$ cat config.mk
export PLATFORM = sky130hd
export DESIGN_NAME = muldiv_arbiter_flat
export DESIGN_NICKNAME = d
export VERILOG_FILES = /design/src/rtl/muldiv_arbiter_if.sv /design/src/rtl/muldiv_arbiter.sv /design/src/flat_wrapper.sv
export SDC_FILE = /design/constraint.sdc
export NUM_CORES = 1
export LEC_CHECK = 0
export BUFFER_PORTS_ARGS = -buffer_cell sky130_fd_sc_hd__buf_2
export CAP_MARGIN = 20
export CELL_PAD_IN_SITES_DETAIL_PLACEMENT = 1
export CELL_PAD_IN_SITES_GLOBAL_PLACEMENT = 1
export CORE_MARGIN = 10
export CORE_UTILIZATION = 40
export CTS_CLUSTER_SIZE = 16
export DETAILED_ROUTE_END_ITERATION = 7
export PLACE_DENSITY_LB_ADDON = 0.1
export SLEW_MARGIN = 20
export SYNTH_ARGS = -nofsm -noshare
export SYNTH_HDL_FRONTEND = slang
export SYNTH_SLANG_ARGS = --single-unit
$ cat constraint.sdc
create_clock -name CLK_VIDEO -period 2.9 [get_ports CLK_VIDEO]
set_input_delay 0.58 -clock CLK_VIDEO [delete_from_list [all_inputs] [get_ports CLK_VIDEO]]
set_output_delay 0.58 -clock CLK_VIDEO [all_outputs]
set_load 0.01 [all_outputs]
$ cat src/rtl/muldiv_arbiter_if.sv
// muldiv_arbiter_if
//   Connects two requester ports to a shared multiply/divide engine pair.
//   Requester side : req/op/a/b in, ack/res/err out (one set per port).
//   Engine side    : eng_op/eng_a/eng_b/eng_start out, eng_run/eng_res in.
//   Status         : busy, owner.
//   Modports:
//     slave  - the arbiter's view.
//     master - the environment's view (requesters plus engine).
interface muldiv_arbiter_if #(
    parameter int AW = 24,
    parameter int BW = 12
);
    logic          req0;
    logic          req1;
    logic          op0;
    logic          op1;
    logic [AW-1:0] a0;
    logic [AW-1:0] a1;
    logic [BW-1:0] b0;
    logic [BW-1:0] b1;
    logic          ack0;
    logic          ack1;
    logic [AW-1:0] res0;
    logic [AW-1:0] res1;
    logic          err0;
    logic          err1;
    logic          eng_op;
    logic [AW-1:0] eng_a;
    logic [BW-1:0] eng_b;
    logic          eng_start;
    logic          eng_run;
    logic [AW-1:0] eng_res;
    logic          busy;
    logic          owner;

    modport slave (
        input  req0, req1, op0, op1, a0, a1, b0, b1,
        input  eng_run, eng_res,
        output ack0, ack1, res0, res1, err0, err1,
        output eng_op, eng_a, eng_b, eng_start,
        output busy, owner
    );

    modport master (
        output req0, req1, op0, op1, a0, a1, b0, b1,
        output eng_run, eng_res,
        input  ack0, ack1, res0, res1, err0, err1,
        input  eng_op, eng_a, eng_b, eng_start,
        input  busy, owner
    );
endinterface

$ cat src/rtl/muldiv_arbiter.sv
// muldiv_arbiter
//   Round-robin arbiter granting one of two requesters access to a shared
//   multiply/divide engine. Operands are latched at grant, the engine is
//   started with a one-cycle pulse, and its busy flag is watched with a
//   timeout. Divide-by-zero is answered directly without using the engine.
//   Ports:
//     CLK_VIDEO - only clock
//     RESET_N   - asynchronous active-low reset
//     bus       - muldiv_arbiter_if.slave (requester and engine signals)
//
//   state  | meaning
//   -------+-----------------------------------------------------------
//   IDLE   | no operation in flight; arbitrates pending requests
//   START  | eng_start high for this single cycle
//   SETTLE | engine busy flag not yet valid; ignored for one cycle
//   WAIT   | waiting for eng_run low, counting toward the timeout
//   DONE   | ack/err/res presented for the owner; pointer updated
module muldiv_arbiter #(
    parameter int AW  = 24,
    parameter int BW  = 12,
    parameter int TMO = 63
) (
    input logic              CLK_VIDEO,
    input logic              RESET_N,
    muldiv_arbiter_if.slave  bus
);

    localparam int TW = $clog2(TMO + 1);
    // The counter is checked before it increments, so the abort fires on
    // the cycle the count would reach TMO.
    localparam logic [TW-1:0] TMO_LAST = TW'(TMO - 1);

    typedef enum logic [2:0] {
        S_IDLE,
        S_START,
        S_SETTLE,
        S_WAIT,
        S_DONE
    } state_t;

    state_t        state_q,  state_d;
    logic          owner_q,  owner_d;
    logic          last_q,   last_d;
    logic          busy_q,   busy_d;
    logic          start_q,  start_d;
    logic          ack0_q,   ack0_d;
    logic          ack1_q,   ack1_d;
    logic          err0_q,   err0_d;
    logic          err1_q,   err1_d;
    logic [AW-1:0] res0_q,   res0_d;
    logic [AW-1:0] res1_q,   res1_d;
    logic          eng_op_q, eng_op_d;
    logic [AW-1:0] eng_a_q,  eng_a_d;
    logic [BW-1:0] eng_b_q,  eng_b_d;
    logic [TW-1:0] cnt_q,    cnt_d;

    logic          gnt_port;
    logic          gnt_op;
    logic [AW-1:0] gnt_a;
    logic [BW-1:0] gnt_b;

    logic          fin;
    logic          fin_port;
    logic [AW-1:0] fin_res;
    logic          fin_err;

    always_comb begin
        state_d  = state_q;
        owner_d  = owner_q;
        last_d   = last_q;
        cnt_d    = cnt_q;
        eng_op_d = eng_op_q;
        eng_a_d  = eng_a_q;
        eng_b_d  = eng_b_q;
        res0_d   = res0_q;
        res1_d   = res1_q;
        start_d  = 1'b0;
        ack0_d   = 1'b0;
        ack1_d   = 1'b0;
        err0_d   = 1'b0;
        err1_d   = 1'b0;
        fin      = 1'b0;
        fin_port = owner_q;
        fin_res  = '0;
        fin_err  = 1'b0;

        // On a tie the port that was not served last wins.
        gnt_port = (bus.req0 && bus.req1) ? ~last_q : bus.req1;
        gnt_op   = gnt_port ? bus.op1 : bus.op0;
        gnt_a    = gnt_port ? bus.a1  : bus.a0;
        gnt_b    = gnt_port ? bus.b1  : bus.b0;

        case (state_q)
            S_IDLE: begin
                if (bus.req0 || bus.req1) begin
                    owner_d  = gnt_port;
                    eng_op_d = gnt_op;
                    eng_a_d  = gnt_a;
                    eng_b_d  = gnt_b;
                    if (gnt_op && (gnt_b == '0)) begin
                        state_d  = S_DONE;
                        fin      = 1'b1;
                        fin_port = gnt_port;
                        fin_res  = '1;
                        fin_err  = 1'b1;
                    end else begin
                        state_d = S_START;
                        start_d = 1'b1;
                    end
                end
            end
            S_START: begin
                state_d = S_SETTLE;
            end
            S_SETTLE: begin
                state_d = S_WAIT;
            end
            S_WAIT: begin
                if (!bus.eng_run) begin
                    state_d = S_DONE;
                    fin     = 1'b1;
                    fin_res = bus.eng_res;
                end else if (cnt_q == TMO_LAST) begin
                    state_d = S_DONE;
                    fin     = 1'b1;
                    fin_res = '0;
                    fin_err = 1'b1;
                end else begin
                    cnt_d = cnt_q + TW'(1);
                end
            end
            S_DONE: begin
                last_d  = owner_q;
                cnt_d   = '0;
                state_d = S_IDLE;
            end
            default: begin
                state_d = S_IDLE;
            end
        endcase

        // The result register is loaded on entry to DONE so that res and
        // err are both valid during the ack cycle.
        if (fin) begin
            if (fin_port) begin
                ack1_d = 1'b1;
                err1_d = fin_err;
                res1_d = fin_res;
            end else begin
                ack0_d = 1'b1;
                err0_d = fin_err;
                res0_d = fin_res;
            end
        end

        busy_d = (state_d != S_IDLE);
    end

    always_ff @(posedge CLK_VIDEO or negedge RESET_N) begin
        if (!RESET_N) begin
            state_q  <= S_IDLE;
            owner_q  <= 1'b0;
            last_q   <= 1'b1;
            busy_q   <= 1'b0;
            start_q  <= 1'b0;
            ack0_q   <= 1'b0;
            ack1_q   <= 1'b0;
            err0_q   <= 1'b0;
            err1_q   <= 1'b0;
            res0_q   <= '0;
            res1_q   <= '0;
            eng_op_q <= 1'b0;
            eng_a_q  <= '0;
            eng_b_q  <= '0;
            cnt_q    <= '0;
        end else begin
            state_q  <= state_d;
            owner_q  <= owner_d;
            last_q   <= last_d;
            busy_q   <= busy_d;
            start_q  <= start_d;
            ack0_q   <= ack0_d;
            ack1_q   <= ack1_d;
            err0_q   <= err0_d;
            err1_q   <= err1_d;
            res0_q   <= res0_d;
            res1_q   <= res1_d;
            eng_op_q <= eng_op_d;
            eng_a_q  <= eng_a_d;
            eng_b_q  <= eng_b_d;
            cnt_q    <= cnt_d;
        end
    end

    assign bus.ack0      = ack0_q;
    assign bus.ack1      = ack1_q;
    assign bus.err0      = err0_q;
    assign bus.err1      = err1_q;
    assign bus.res0      = res0_q;
    assign bus.res1      = res1_q;
    assign bus.eng_op    = eng_op_q;
    assign bus.eng_a     = eng_a_q;
    assign bus.eng_b     = eng_b_q;
    assign bus.eng_start = start_q;
    assign bus.busy      = busy_q;
    assign bus.owner     = owner_q;

endmodule

$ cat src/flat_wrapper.sv
// flat-port wrapper written by rule: the top's interface ports become plain ports
module muldiv_arbiter_flat 
#(
    parameter int AW  = 24,
    parameter int BW  = 12,
    parameter int TMO = 63
)
  (CLK_VIDEO, RESET_N, bus_req0, bus_req1, bus_op0, bus_op1, bus_a0, bus_a1, bus_b0, bus_b1, bus_eng_run, bus_eng_res, bus_ack0, bus_ack1, bus_res0, bus_res1, bus_err0, bus_err1, bus_eng_op, bus_eng_a, bus_eng_b, bus_eng_start, bus_busy, bus_owner);
  muldiv_arbiter_if #(.AW(AW), .BW(BW)) bus_i ();
  input logic CLK_VIDEO;
  input logic RESET_N;
  input wire logic [$bits(bus_i.req0)-1:0] bus_req0;
  input wire logic [$bits(bus_i.req1)-1:0] bus_req1;
  input wire logic [$bits(bus_i.op0)-1:0] bus_op0;
  input wire logic [$bits(bus_i.op1)-1:0] bus_op1;
  input wire logic [$bits(bus_i.a0)-1:0] bus_a0;
  input wire logic [$bits(bus_i.a1)-1:0] bus_a1;
  input wire logic [$bits(bus_i.b0)-1:0] bus_b0;
  input wire logic [$bits(bus_i.b1)-1:0] bus_b1;
  input wire logic [$bits(bus_i.eng_run)-1:0] bus_eng_run;
  input wire logic [$bits(bus_i.eng_res)-1:0] bus_eng_res;
  output wire logic [$bits(bus_i.ack0)-1:0] bus_ack0;
  output wire logic [$bits(bus_i.ack1)-1:0] bus_ack1;
  output wire logic [$bits(bus_i.res0)-1:0] bus_res0;
  output wire logic [$bits(bus_i.res1)-1:0] bus_res1;
  output wire logic [$bits(bus_i.err0)-1:0] bus_err0;
  output wire logic [$bits(bus_i.err1)-1:0] bus_err1;
  output wire logic [$bits(bus_i.eng_op)-1:0] bus_eng_op;
  output wire logic [$bits(bus_i.eng_a)-1:0] bus_eng_a;
  output wire logic [$bits(bus_i.eng_b)-1:0] bus_eng_b;
  output wire logic [$bits(bus_i.eng_start)-1:0] bus_eng_start;
  output wire logic [$bits(bus_i.busy)-1:0] bus_busy;
  output wire logic [$bits(bus_i.owner)-1:0] bus_owner;
  assign bus_i.req0 = bus_req0;
  assign bus_i.req1 = bus_req1;
  assign bus_i.op0 = bus_op0;
  assign bus_i.op1 = bus_op1;
  assign bus_i.a0 = bus_a0;
  assign bus_i.a1 = bus_a1;
  assign bus_i.b0 = bus_b0;
  assign bus_i.b1 = bus_b1;
  assign bus_i.eng_run = bus_eng_run;
  assign bus_i.eng_res = bus_eng_res;
  assign bus_ack0 = bus_i.ack0;
  assign bus_ack1 = bus_i.ack1;
  assign bus_res0 = bus_i.res0;
  assign bus_res1 = bus_i.res1;
  assign bus_err0 = bus_i.err0;
  assign bus_err1 = bus_i.err1;
  assign bus_eng_op = bus_i.eng_op;
  assign bus_eng_a = bus_i.eng_a;
  assign bus_eng_b = bus_i.eng_b;
  assign bus_eng_start = bus_i.eng_start;
  assign bus_busy = bus_i.busy;
  assign bus_owner = bus_i.owner;
  muldiv_arbiter #(.AW(AW), .BW(BW), .TMO(TMO)) u_core (.CLK_VIDEO(CLK_VIDEO), .RESET_N(RESET_N), .bus(bus_i));
endmodule
==> impl_metrics.ini <==
[status]
status = finished, final reports clean

[critical_path]
path_delay_family = compound AO/OA/AOI/OAI gates
critPathKind = reg -> reg
path_max_fanout = 37
setup.worst_path.end_class = flop
cp_slowest_stage_delay_ns = 0.66
crit_chain = inv_1 -> ha_1 -> nand4b_1 -> o21bai_4 -> buf_4 -> a211oi_1 -> a211oi_1
worst-path-stages = 7
r2r_cells = 7
crit_top_cell = a211oi_1
cp_data_arrival_time_ns = 2.49
slowest_stage = o21bai_4
startpoint_type = flop
cp_data_required_time_ns = 3.15
worst-path-buf-inv = 2

[detailed_routing]
wire_per_inst_um = 21.6
drt_iter0_drc = 305
viasPerCell = 5.53
vias = 4892
drt_pre_antenna_iters = 4
wl_mm = 19.1
drt.antenna.violating_nets = 0
drc = 0

[floorplan]
start_util_pct = 41.1
die_h_um = 134
io_pins = 195
coreArea_sq_mm = 0.0127
placementRows = 41
dieArea_sq_mm = 0.0181
die_width_um = 134

[timing]
post-route-min-period_ns = 2.24
slew_headroom_pct = 47.3
skew_ns = 0.00518
finalSetupTns_ns = 0
drv_slew = 0
period_share_pct = 77.4
fmax_mhz = 446
worst_slack_ns = 0.657
rsz0062_at_grt = no
setup_viol = 0
worst_slew_pin_slew_ns = 0.789
hold_viol = 0

[cells_and_area]
syn2layout_area_growth_pct = 26.9
finish.utilization_pct = 52.2
register_area_sq_mm = 0.00255
drive_above_1_share_pct = 33.5
multi_input_area_sq_mm = 0.00246
nNetsFinal = 811
filler_cell_count = 1565

[grt]
grt_pass1_vias = 5317
grt_pass1_wl_mm = 30.0
grt_use_total_pct = 20.8
grt_max_degree = 78
overflow = 0
antenna_found_initial = 1

[logic_synthesis]
ys_types = 46
yosys_warnings = 0
async_flop_share_pct = 100
syn_nets = 643
synth_edf_count = 0
synth_area_sq_mm = 0.00523
synth-seq-cells = 102
syn_area_per_cell_sq_um = 9.73
postSynthCellCount = 538
seq_area_frac_synth_pct = 48.8
ys.flop_type = dfrtp_1

[power]
p_leak_nw = 3.19
ir_drop_uv = 352
p_per_area_mw_per_mm2 = 977

[placed_design]
dp_slack_ns = 0.480
finalWeightedCongestion = 0.810
hpwl_mm = 14.1
io_buffers = 194

[clocking]
numCtsBuffers = 9
cts_hold_buf = 0
cts_resized = 0
clockBufferDepth = 2
post-cts-setup-buffers = 0
cts.clk_slew.worst_paths_ns = 0.07
cts-root-buf = clkbuf_16
cts_tree = yes
htreeDepth = 3
clock-sinks = 102
insertion_delay_ns = 0.35

[job]
cap_violations = 0

[hold_path]
hold_class = in -> async
==> cell type report <==
cell class	instances	area share (%)
sequential	102	38.4
multi-input combinational	377	37.0
timing repair buffer	212	16.9
clock buffer	15	3.73
tap	172	3.24
clock inverter	1	0.452
inverter	4	0.226
antenna	1	0.0377
==> flip-flops by register name, indices dropped and copies added (netlist names), 3 cells and up <==
| register | flops |
|---|---|
| u_core.bus.res0 | 24 |
| u_core.bus.eng_b | 12 |
| u_core.state_q | 3 |
| u_core.bus.eng_a | 24 |
| u_core.cnt_q | 6 |
| u_core.bus.res1 | 24 |
==> metrics by stage <==
stage / area [sq um] / hold WS (ns) / cells / total power, mW
after floorplan: 5230 / 0.284 / 538 / 4.10
after global placement: 6350 / 0.459 / 867 / 5.17
after detailed placement: 6360 / 0.469 / 867 / 5.33
after CTS: 6640 / 0.344 / 883 / 6.56
after global routing: 6640 / 0.367 / 884 / 6.97
final: 6640 / 0.298 / 884 / 6.49
==> kinds of logic (layout without fill, tap and decap cells) <==
logic type	after synthesis	in the layout	synth area share [%]
buf+inv	59	232	4.83
flops	102	102	48.8
other cells	0	1	0
xor+xnor	5	5	0.837
simple gates	132	132	14.1
fa+ha+maj	2	2	0.478
compound gates	200	200	23.6
mux	38	38	7.32
==> layout by cell type, fill, tap and decap left out, types with 3 or more instances in the layout <==
cell type	n
nand2_1	45
a21oi_1	75
and3_1	25
dfrtp_1	101
buf_2	193
clkbuf_16	9
inv_1	4
a211oi_1	76
o21ai_0	39
or2_2	3
nand2b_1	25
xnor2_1	5
buf_4	18
clkbuf_1	6
nor4_1	3
nor2_1	11
mux2i_1	36
==> path summary, 6_finish.rpt <==
check                               startpoint                  end  slack (ns)
setup / recovery               u_core.cnt_q[0]  u_core.bus.res1[19]        0.66
hold / removal                         RESET_N   u_core.bus.res0[5]        0.30
setup reg to reg               u_core.cnt_q[0]  u_core.bus.res1[19]        0.66
hold reg to reg            u_core.bus.eng_a[7]  u_core.bus.eng_a[7]        0.48
max in group asynchronous              RESET_N  u_core.bus.res1[10]        1.91
min in group CLK_VIDEO     u_core.bus.eng_a[7]  u_core.bus.eng_a[7]        0.48
==> power by group <==
part	internal [mW]	leakage [nW]	switching, mW
Combinational	1.11	1.78	1.65
Clock	0.673	0.132	0.527
Sequential	2.06	1.28	0.454
Total	3.85	3.19	2.64
==> metal layers <==
| layer | vias up | share of wire (%) | global-route usage [%] |
|---|---|---|---|
| met1 | 2418 | 44 | 26.8 |
| met4 | 0 | 2.0 | 7.07 |
| li1 | 2297 | - | - |
| met2 | 151 | 48 | 33.9 |
| met5 | - | 0 | 0 |
| met3 | 26 | 5.6 | 4.14 |
==> synth_stat cells (2+ instances only) <==
cell	n	area share, %
dfrtp_1	101	48
a211oi_1	76	11
a21oi_1	75	7.2
nand2_1	45	3.2
clkbuf_1	39	2.8
o21ai_0	39	3.7
mux2i_1	36	6.9
and3_1	25	3.0
nand2b_1	25	3.0
buf_2	13	1.2
nor2_1	11	0.79
xnor2_1	5	0.84
inv_1	4	0.29
nor4_1	3	0.36
a2111oi_0	2	0.33
a22oi_1	2	0.29
buf_6	2	0.43
ha_1	2	0.48
mux2_2	2	0.43
nand3_1	2	0.19
nand4b_1	2	0.33
nor3_1	2	0.19
or2_2	2	0.24
No activity file was read; power rests on OpenSTA's default activity.
